===== src/rtl/fetch_unit_r32i.sv =====
// Instruction fetch stage for an RV32I core.
// Owns the PC and keeps at most one word request outstanding to instruction
// memory. It holds the returned word for the decoder and resolves the next PC
// from the decoder's branch controls when that word is consumed. A taken
// target whose bit 1 is set latches a sticky fault that only reset clears.
module fetch_unit_r32i #(
  parameter int          dataW   = 32,
  parameter logic [31:0] ResetPC = 32'h0000_0000
) (
  input  logic             clk,
  input  logic             nReset,
  output logic             ImemReq,
  output logic [dataW-1:0] ImemAddr,
  input  logic             ImemAck,
  input  logic [dataW-1:0] ImemData,
  output logic [dataW-1:0] rawIns,
  output logic             InsValid,
  input  logic             InsReady,
  output logic [dataW-1:0] ProgAddr,
  output logic [dataW-1:0] LinkAddr,
  input  logic             TestBranch,
  input  logic             AlwaysBranch,
  input  logic             AbsoluteBranch,
  input  logic             BranchCond,
  input  logic [dataW-1:0] BranchAddr,
  output logic             Misaligned
);

  typedef enum logic [1:0] {
    ST_IDLE  = 2'd0,
    ST_FETCH = 2'd1,
    ST_VALID = 2'd2,
    ST_FAULT = 2'd3
  } state_t;

  state_t           state_q, state_d;
  logic [dataW-1:0] pc_q, pc_d;
  logic             imem_req_q, imem_req_d;
  logic [dataW-1:0] imem_addr_q, imem_addr_d;
  logic [dataW-1:0] raw_ins_q, raw_ins_d;
  logic             ins_valid_q, ins_valid_d;
  logic [dataW-1:0] prog_addr_q, prog_addr_d;
  logic             misaligned_q, misaligned_d;
  logic             taken;
  logic [dataW-1:0] next_pc;

  // Next-state and next-output computation; branch inputs are only looked at
  // inside the VALID/InsReady arm so that garbage on them cannot reach state.
  always_comb begin
    state_d      = state_q;
    pc_d         = pc_q;
    imem_req_d   = imem_req_q;
    imem_addr_d  = imem_addr_q;
    raw_ins_d    = raw_ins_q;
    ins_valid_d  = ins_valid_q;
    prog_addr_d  = prog_addr_q;
    misaligned_d = misaligned_q;
    taken        = 1'b0;
    next_pc      = '0;

    case (state_q)
      ST_IDLE: begin
        state_d     = ST_FETCH;
        imem_req_d  = 1'b1;
        imem_addr_d = pc_q;
      end

      ST_FETCH: begin
        if (ImemAck) begin
          raw_ins_d   = ImemData;
          prog_addr_d = pc_q;
          ins_valid_d = 1'b1;
          imem_req_d  = 1'b0;
          state_d     = ST_VALID;
        end
      end

      ST_VALID: begin
        if (InsReady) begin
          taken = AlwaysBranch | (TestBranch & BranchCond);
          if (!taken) begin
            next_pc = prog_addr_q + dataW'(4);
          end else if (AbsoluteBranch) begin
            next_pc = {BranchAddr[dataW-1:1], 1'b0};
          end else begin
            next_pc = prog_addr_q + BranchAddr;
          end

          ins_valid_d = 1'b0;
          if (next_pc[1]) begin
            misaligned_d = 1'b1;
            state_d      = ST_FAULT;
          end else begin
            pc_d        = next_pc;
            imem_addr_d = next_pc;
            imem_req_d  = 1'b1;
            state_d     = ST_FETCH;
          end
        end
      end

      default: begin
        // Terminal fault: keep the faulting word visible, never request again.
        imem_req_d   = 1'b0;
        ins_valid_d  = 1'b0;
        misaligned_d = 1'b1;
      end
    endcase
  end

  // State and registered outputs; asynchronous reset drops any in-flight request.
  always_ff @(posedge clk or negedge nReset) begin
    if (!nReset) begin
      state_q      <= ST_IDLE;
      pc_q         <= ResetPC;
      imem_req_q   <= 1'b0;
      imem_addr_q  <= ResetPC;
      raw_ins_q    <= '0;
      ins_valid_q  <= 1'b0;
      prog_addr_q  <= '0;
      misaligned_q <= 1'b0;
    end else begin
      state_q      <= state_d;
      pc_q         <= pc_d;
      imem_req_q   <= imem_req_d;
      imem_addr_q  <= imem_addr_d;
      raw_ins_q    <= raw_ins_d;
      ins_valid_q  <= ins_valid_d;
      prog_addr_q  <= prog_addr_d;
      misaligned_q <= misaligned_d;
    end
  end

  assign ImemReq    = imem_req_q;
  assign ImemAddr   = imem_addr_q;
  assign rawIns     = raw_ins_q;
  assign InsValid   = ins_valid_q;
  assign ProgAddr   = prog_addr_q;
  assign Misaligned = misaligned_q;
  // Return address is combinational so it tracks ProgAddr without a lag.
  assign LinkAddr   = prog_addr_q + dataW'(4);

endmodule

===== config.mk =====
export PLATFORM = sky130hd
export DESIGN_NAME = fetch_unit_r32i
export DESIGN_NICKNAME = d
export VERILOG_FILES = /design/src/rtl/fetch_unit_r32i.sv
export SDC_FILE = /design/constraint.sdc
export NUM_CORES = 1
export LEC_CHECK = 0
export BUFFER_PORTS_ARGS = -buffer_cell sky130_fd_sc_hd__clkbuf_2
export CORE_MARGIN = 1
export CORE_UTILIZATION = 56
export CTS_BUF_LIST = sky130_fd_sc_hd__clkbuf_2 sky130_fd_sc_hd__clkbuf_4 sky130_fd_sc_hd__clkbuf_8
export CTS_CLUSTER_SIZE = 24
export DETAILED_ROUTE_END_ITERATION = 6
export MAX_ROUTING_LAYER = met4
export PLACE_DENSITY = 0.82
export SYNTH_ARGS = -nofsm -noshare
export SYNTH_HDL_FRONTEND = slang
export SYNTH_SLANG_ARGS = --single-unit
export TNS_END_PERCENT = 10

===== constraint.sdc =====
create_clock -name clk -period 3.05 [get_ports clk]
set_input_delay 0.7625 -clock clk [delete_from_list [all_inputs] [get_ports clk]]
set_output_delay 0.7625 -clock clk [all_outputs]
set_load 0.05 [all_outputs]

==> metrics.md <==
| Metric | Value |
|---|---|
| Commonest non-fill, non-tap cells in the layout | `clkbuf_2, dfrtp_1, nand2_1` |
| CTS Buf Count | `17` |
| HP Class | `input pin to asynchronous set/reset pin` |
| Inst Count DP | `1,260` |
| Critical-path top delay cell | `dfrtp_1` |
| Violated checks | `negative setup slack` |
| Worst-Margin Slew | `1.10 ns` |
| Startpoint Class | `register` |
| Sw Ratio | `52.0%` |
| Reg-to-Reg End | `ImemAddr[31]$_DFFE_PN0P_` |
| Grt ovf | `0` |
| CP Max Fanout | `3` |
| Synth Cell Area | `8020 um2` |
| CTS sink cnt | `130` |
| First-pass GRT wire length | `37,400 um` |
| Internal power | `0.00642 W` |
| Final setup fails | `2` |
| Final routed DRC violation total | `0` |
| CTS tree | `built` |
| Worst EP required | `2.29 ns` |
| Pre-antenna DRT Iters | `6` |
| VDD IR-drop max | `878 uV` |
| Most common cell after layout, fill and taps aside | `clkbuf_2` |
| Largest cells by area after synthesis | `dfrtp_1, mux2_2, ha_1, nand2_1, xnor2_1` |
| Combinational Power Share | `64.3%` |
| Mean post-synth cell area | `9.51 um2` |
| Asr flop ratio synth | `100%` |
| Syn. warnings | `0` |
| Final hold violation count | `0` |
| Max Freq | `0.325 GHz` |
| CP peak stage delay | `0.37 ns` |
| Area leader, netlist | `dfrtp_1` |
| RSZ-0062 raised after global routing | `yes` |
| CORE AREA | `13,900 um2` |
| Critical path arrival | `2.31 ns` |
| Final Worst Setup Slack | `-0.0248 ns` |
| Share of layout cells above drive strength 1 | `40.9%` |
| Final wirelength | `24,400 um` |
| Global Route Usage Sum | `34.3%` |
| Fin cells | `1,314` |
| Crit path from | `ProgAddr[14]$_DFFE_PN0P_` |
| Post-route clock period utilization | `101%` |
| # IOs | `203` |
| Setup crit end kind | `output pin` |
| Most frequent CP cell | `and3_4` |
| Routed wire per std cell | `18.6 um` |
| Reg2reg path depth | `12` |
| CTS root buffer | `clkbuf_8` |
| Final Core Density | `76.9%` |
| Largest net degree at the start of global routing | `56` |
| IO buf count | `199` |
| Crit path kind | `register to output pin` |
| Reg power frac | `23.7%` |
| Worst-path clk slew | `0.08 ns` |
| Post-synth EDFFs | `0` |
| Sequential share of the synthesized area | `40.6%` |
| Post-CTS Hold Buffers | `0` |
| Number of global-route vias before repair | `7,396` |
| Leakage power | `5.37 nW` |
| Psw | `0.00694 W` |
| Cell chain of the critical path | `and3_4 > and3_4 > nor3b_4 > buf_6 > nand3_1 > xnor2_1 > buf_2` |
| Clk buf depth | `2` |
| Clk_skew | `0.0126 ns` |
| Setup TNS | `-0.0297 ns` |
| Synth Register Bits | `130` |
| Min cycle time layout | `3.07 ns` |
| Status | `complete, but fails checks` |
| H-tree depth | `4` |
| Antenna viol nets, final | `0` |
| DP Wirelength | `17,200 um` |
| Synth top area share | `40.6%` |
| Fin. max-slew vios | `0` |
| Synth Flop Type | `dfrtp_1` |
| Tot Pwr | `0.0134 W` |
| DR vias | `7,832` |
| Mapped Cells | `843` |
| Area Growth Syn to Fin | `33.6%` |
| Clk Latency, worst-skew pair | `0.46 ns` |
| Die ar. | `14,800 um2` |
| Relative slew slack | `26.6%` |
| Starting Density | `57.5%` |
| Iteration-0 DRC Markers | `610` |
| FP Rows | `43` |
| Antenna violations before repair | `1` |
| Die Y | `122 um` |
| Die W | `122 um` |
| Nets | `1,228` |
| Power per Cell Area | `1250 nW/um2` |
| RR Startpoint | `ProgAddr[14]$_DFFE_PN0P_` |
| Worst reg2reg setup slack | `0.09 ns` |
| Filler instances | `936` |
| Post-synth cell types | `71` |
| Clk pwr share | `12.0%` |
| Max Cap Viol | `0` |
| Routability congestion estimate | `0.935` |
| DR vias/cell | `5.96` |
-- per-stage QoR --
| step | area (um2) | worst slack, ns | hold slack, ns |
|---|---|---|---|
| global route | 10700 | -0.0884 | 0.294 |
| CTS | 10500 | -0.0123 | 0.262 |
| finish | 10700 | -0.0248 | 0.245 |
| detailed placement | 9740 | -0.285 | 0.448 |
| global placement | 9740 | -0.235 | 0.442 |
| floorplan | 8050 | -0.210 | 0.456 |
-- critical path: cells and delay by family, from the launching register on --
kind / cells / cell delay [ns]
flip-flops: 1 / 0.37
XOR/XNOR: 1 / 0.25
AND/OR/NAND/NOR: 4 / 0.76
buffers and inverters: 2 / 0.47
-- state kept, by name, indices dropped and copies added, names as in the netlist --
register,count
Misaligned,1
ImemAddr,31
pc_q,31
state_q,2
ImemReq,1
InsValid,1
rawIns,32
ProgAddr,31
-- synth_stat cells (all sizes together) (2+ instances only) --
cell type	number
dfrtp	130
nand2	108
o21ai	75
mux2	63
a21oi	51
nor2	44
ha	36
clkbuf	34
xnor2	31
a21o	23
and3	21
nand3	21
o211ai	21
inv	20
xor2	19
a211oi	13
buf	12
mux2i	12
o21a	11
a31oi	9
nand2b	7
nor3	7
or3	6
a211o	5
nand4	5
nor2b	5
a31o	4
o311ai	4
a21boi	3
a221oi	3
and2	3
nor3b	3
o221ai	3
a221o	2
a22oi	2
a311o	2
a311oi	2
o211a	2
o21bai	2
o22ai	2
o31a	2
o32a	2
-- how the worst max path moves through the flow --
stage	endpoint	slack, ns	cells past startpoint
floorplan	LinkAddr[31]	-0.21	6
global placement	ImemAddr[31]$_DFFE_PN0P_	-0.23	12
detailed placement	ImemAddr[31]$_DFFE_PN0P_	-0.28	12
CTS	LinkAddr[25]	-0.01	8
global route	LinkAddr[29]	-0.09	7
finish	LinkAddr[29]	-0.02	7
-- logic make-up (layout without fill, tap and decap cells) --
kind of cell	Yosys count	count (layout)	share of synthesized area, %
AO/OA/AOI/OAI	249	249	21.0
AND/OR/NAND/NOR	235	235	13.4
flip-flops	130	130	40.6
multiplexers	75	75	10.3
buffers and inverters	67	355	3.59
XOR/XNOR	50	50	5.46
adder cells (fa/ha/maj)	36	36	5.62
other	1	4	0.0468
-- power by group through the flow --
stage / sequential [W] / clock (W) / combinational (W)
after global routing: 0.00326 / 0.00169 / 0.00913
after global placement: 0.00314 / 0 / 0.00790
final: 0.00317 / 0.00160 / 0.00859
after CTS: 0.00312 / 0.00161 / 0.00831
after detailed placement: 0.00316 / 0 / 0.00801
after floorplan: 0.00511 / 0 / 0.00382
-- per-layer routing --
| metal | vias up | global-route usage, % | wire length (um) |
|---|---|---|---|
| li1 | 3596 | - | - |
| met5 | - | - | 0 |
| met4 | 0 | 15.0 | 782 |
| met1 | 3733 | 42.1 | 10100 |
| met2 | 421 | 53.9 | 11500 |
| met3 | 82 | 8.01 | 2000 |
-- final cells by class --
type / count / area (um2) / share of cell area (%)
multi-input combinational: 648 / 4780 / 44.6
sequential: 130 / 3250 / 30.4
timing repair buffer: 302 / 1940 / 18.1
clock buffer: 23 / 304 / 2.84
tap: 180 / 225 / 2.10
clock inverter: 9 / 128 / 1.19
inverter: 21 / 78.8 / 0.736
antenna: 1 / 2.50 / 0.0234
-- timing repair --
item                                    CTS  global route
gates resized for setup                  42            50
buffers inserted                         12             9
endpoints found under the setup margin   19            35
cloned                                    0             0
endpoints found under the hold margin     0             0
pin swaps                                 5            21
Note: power is estimated with default switching activity, not from simulation.
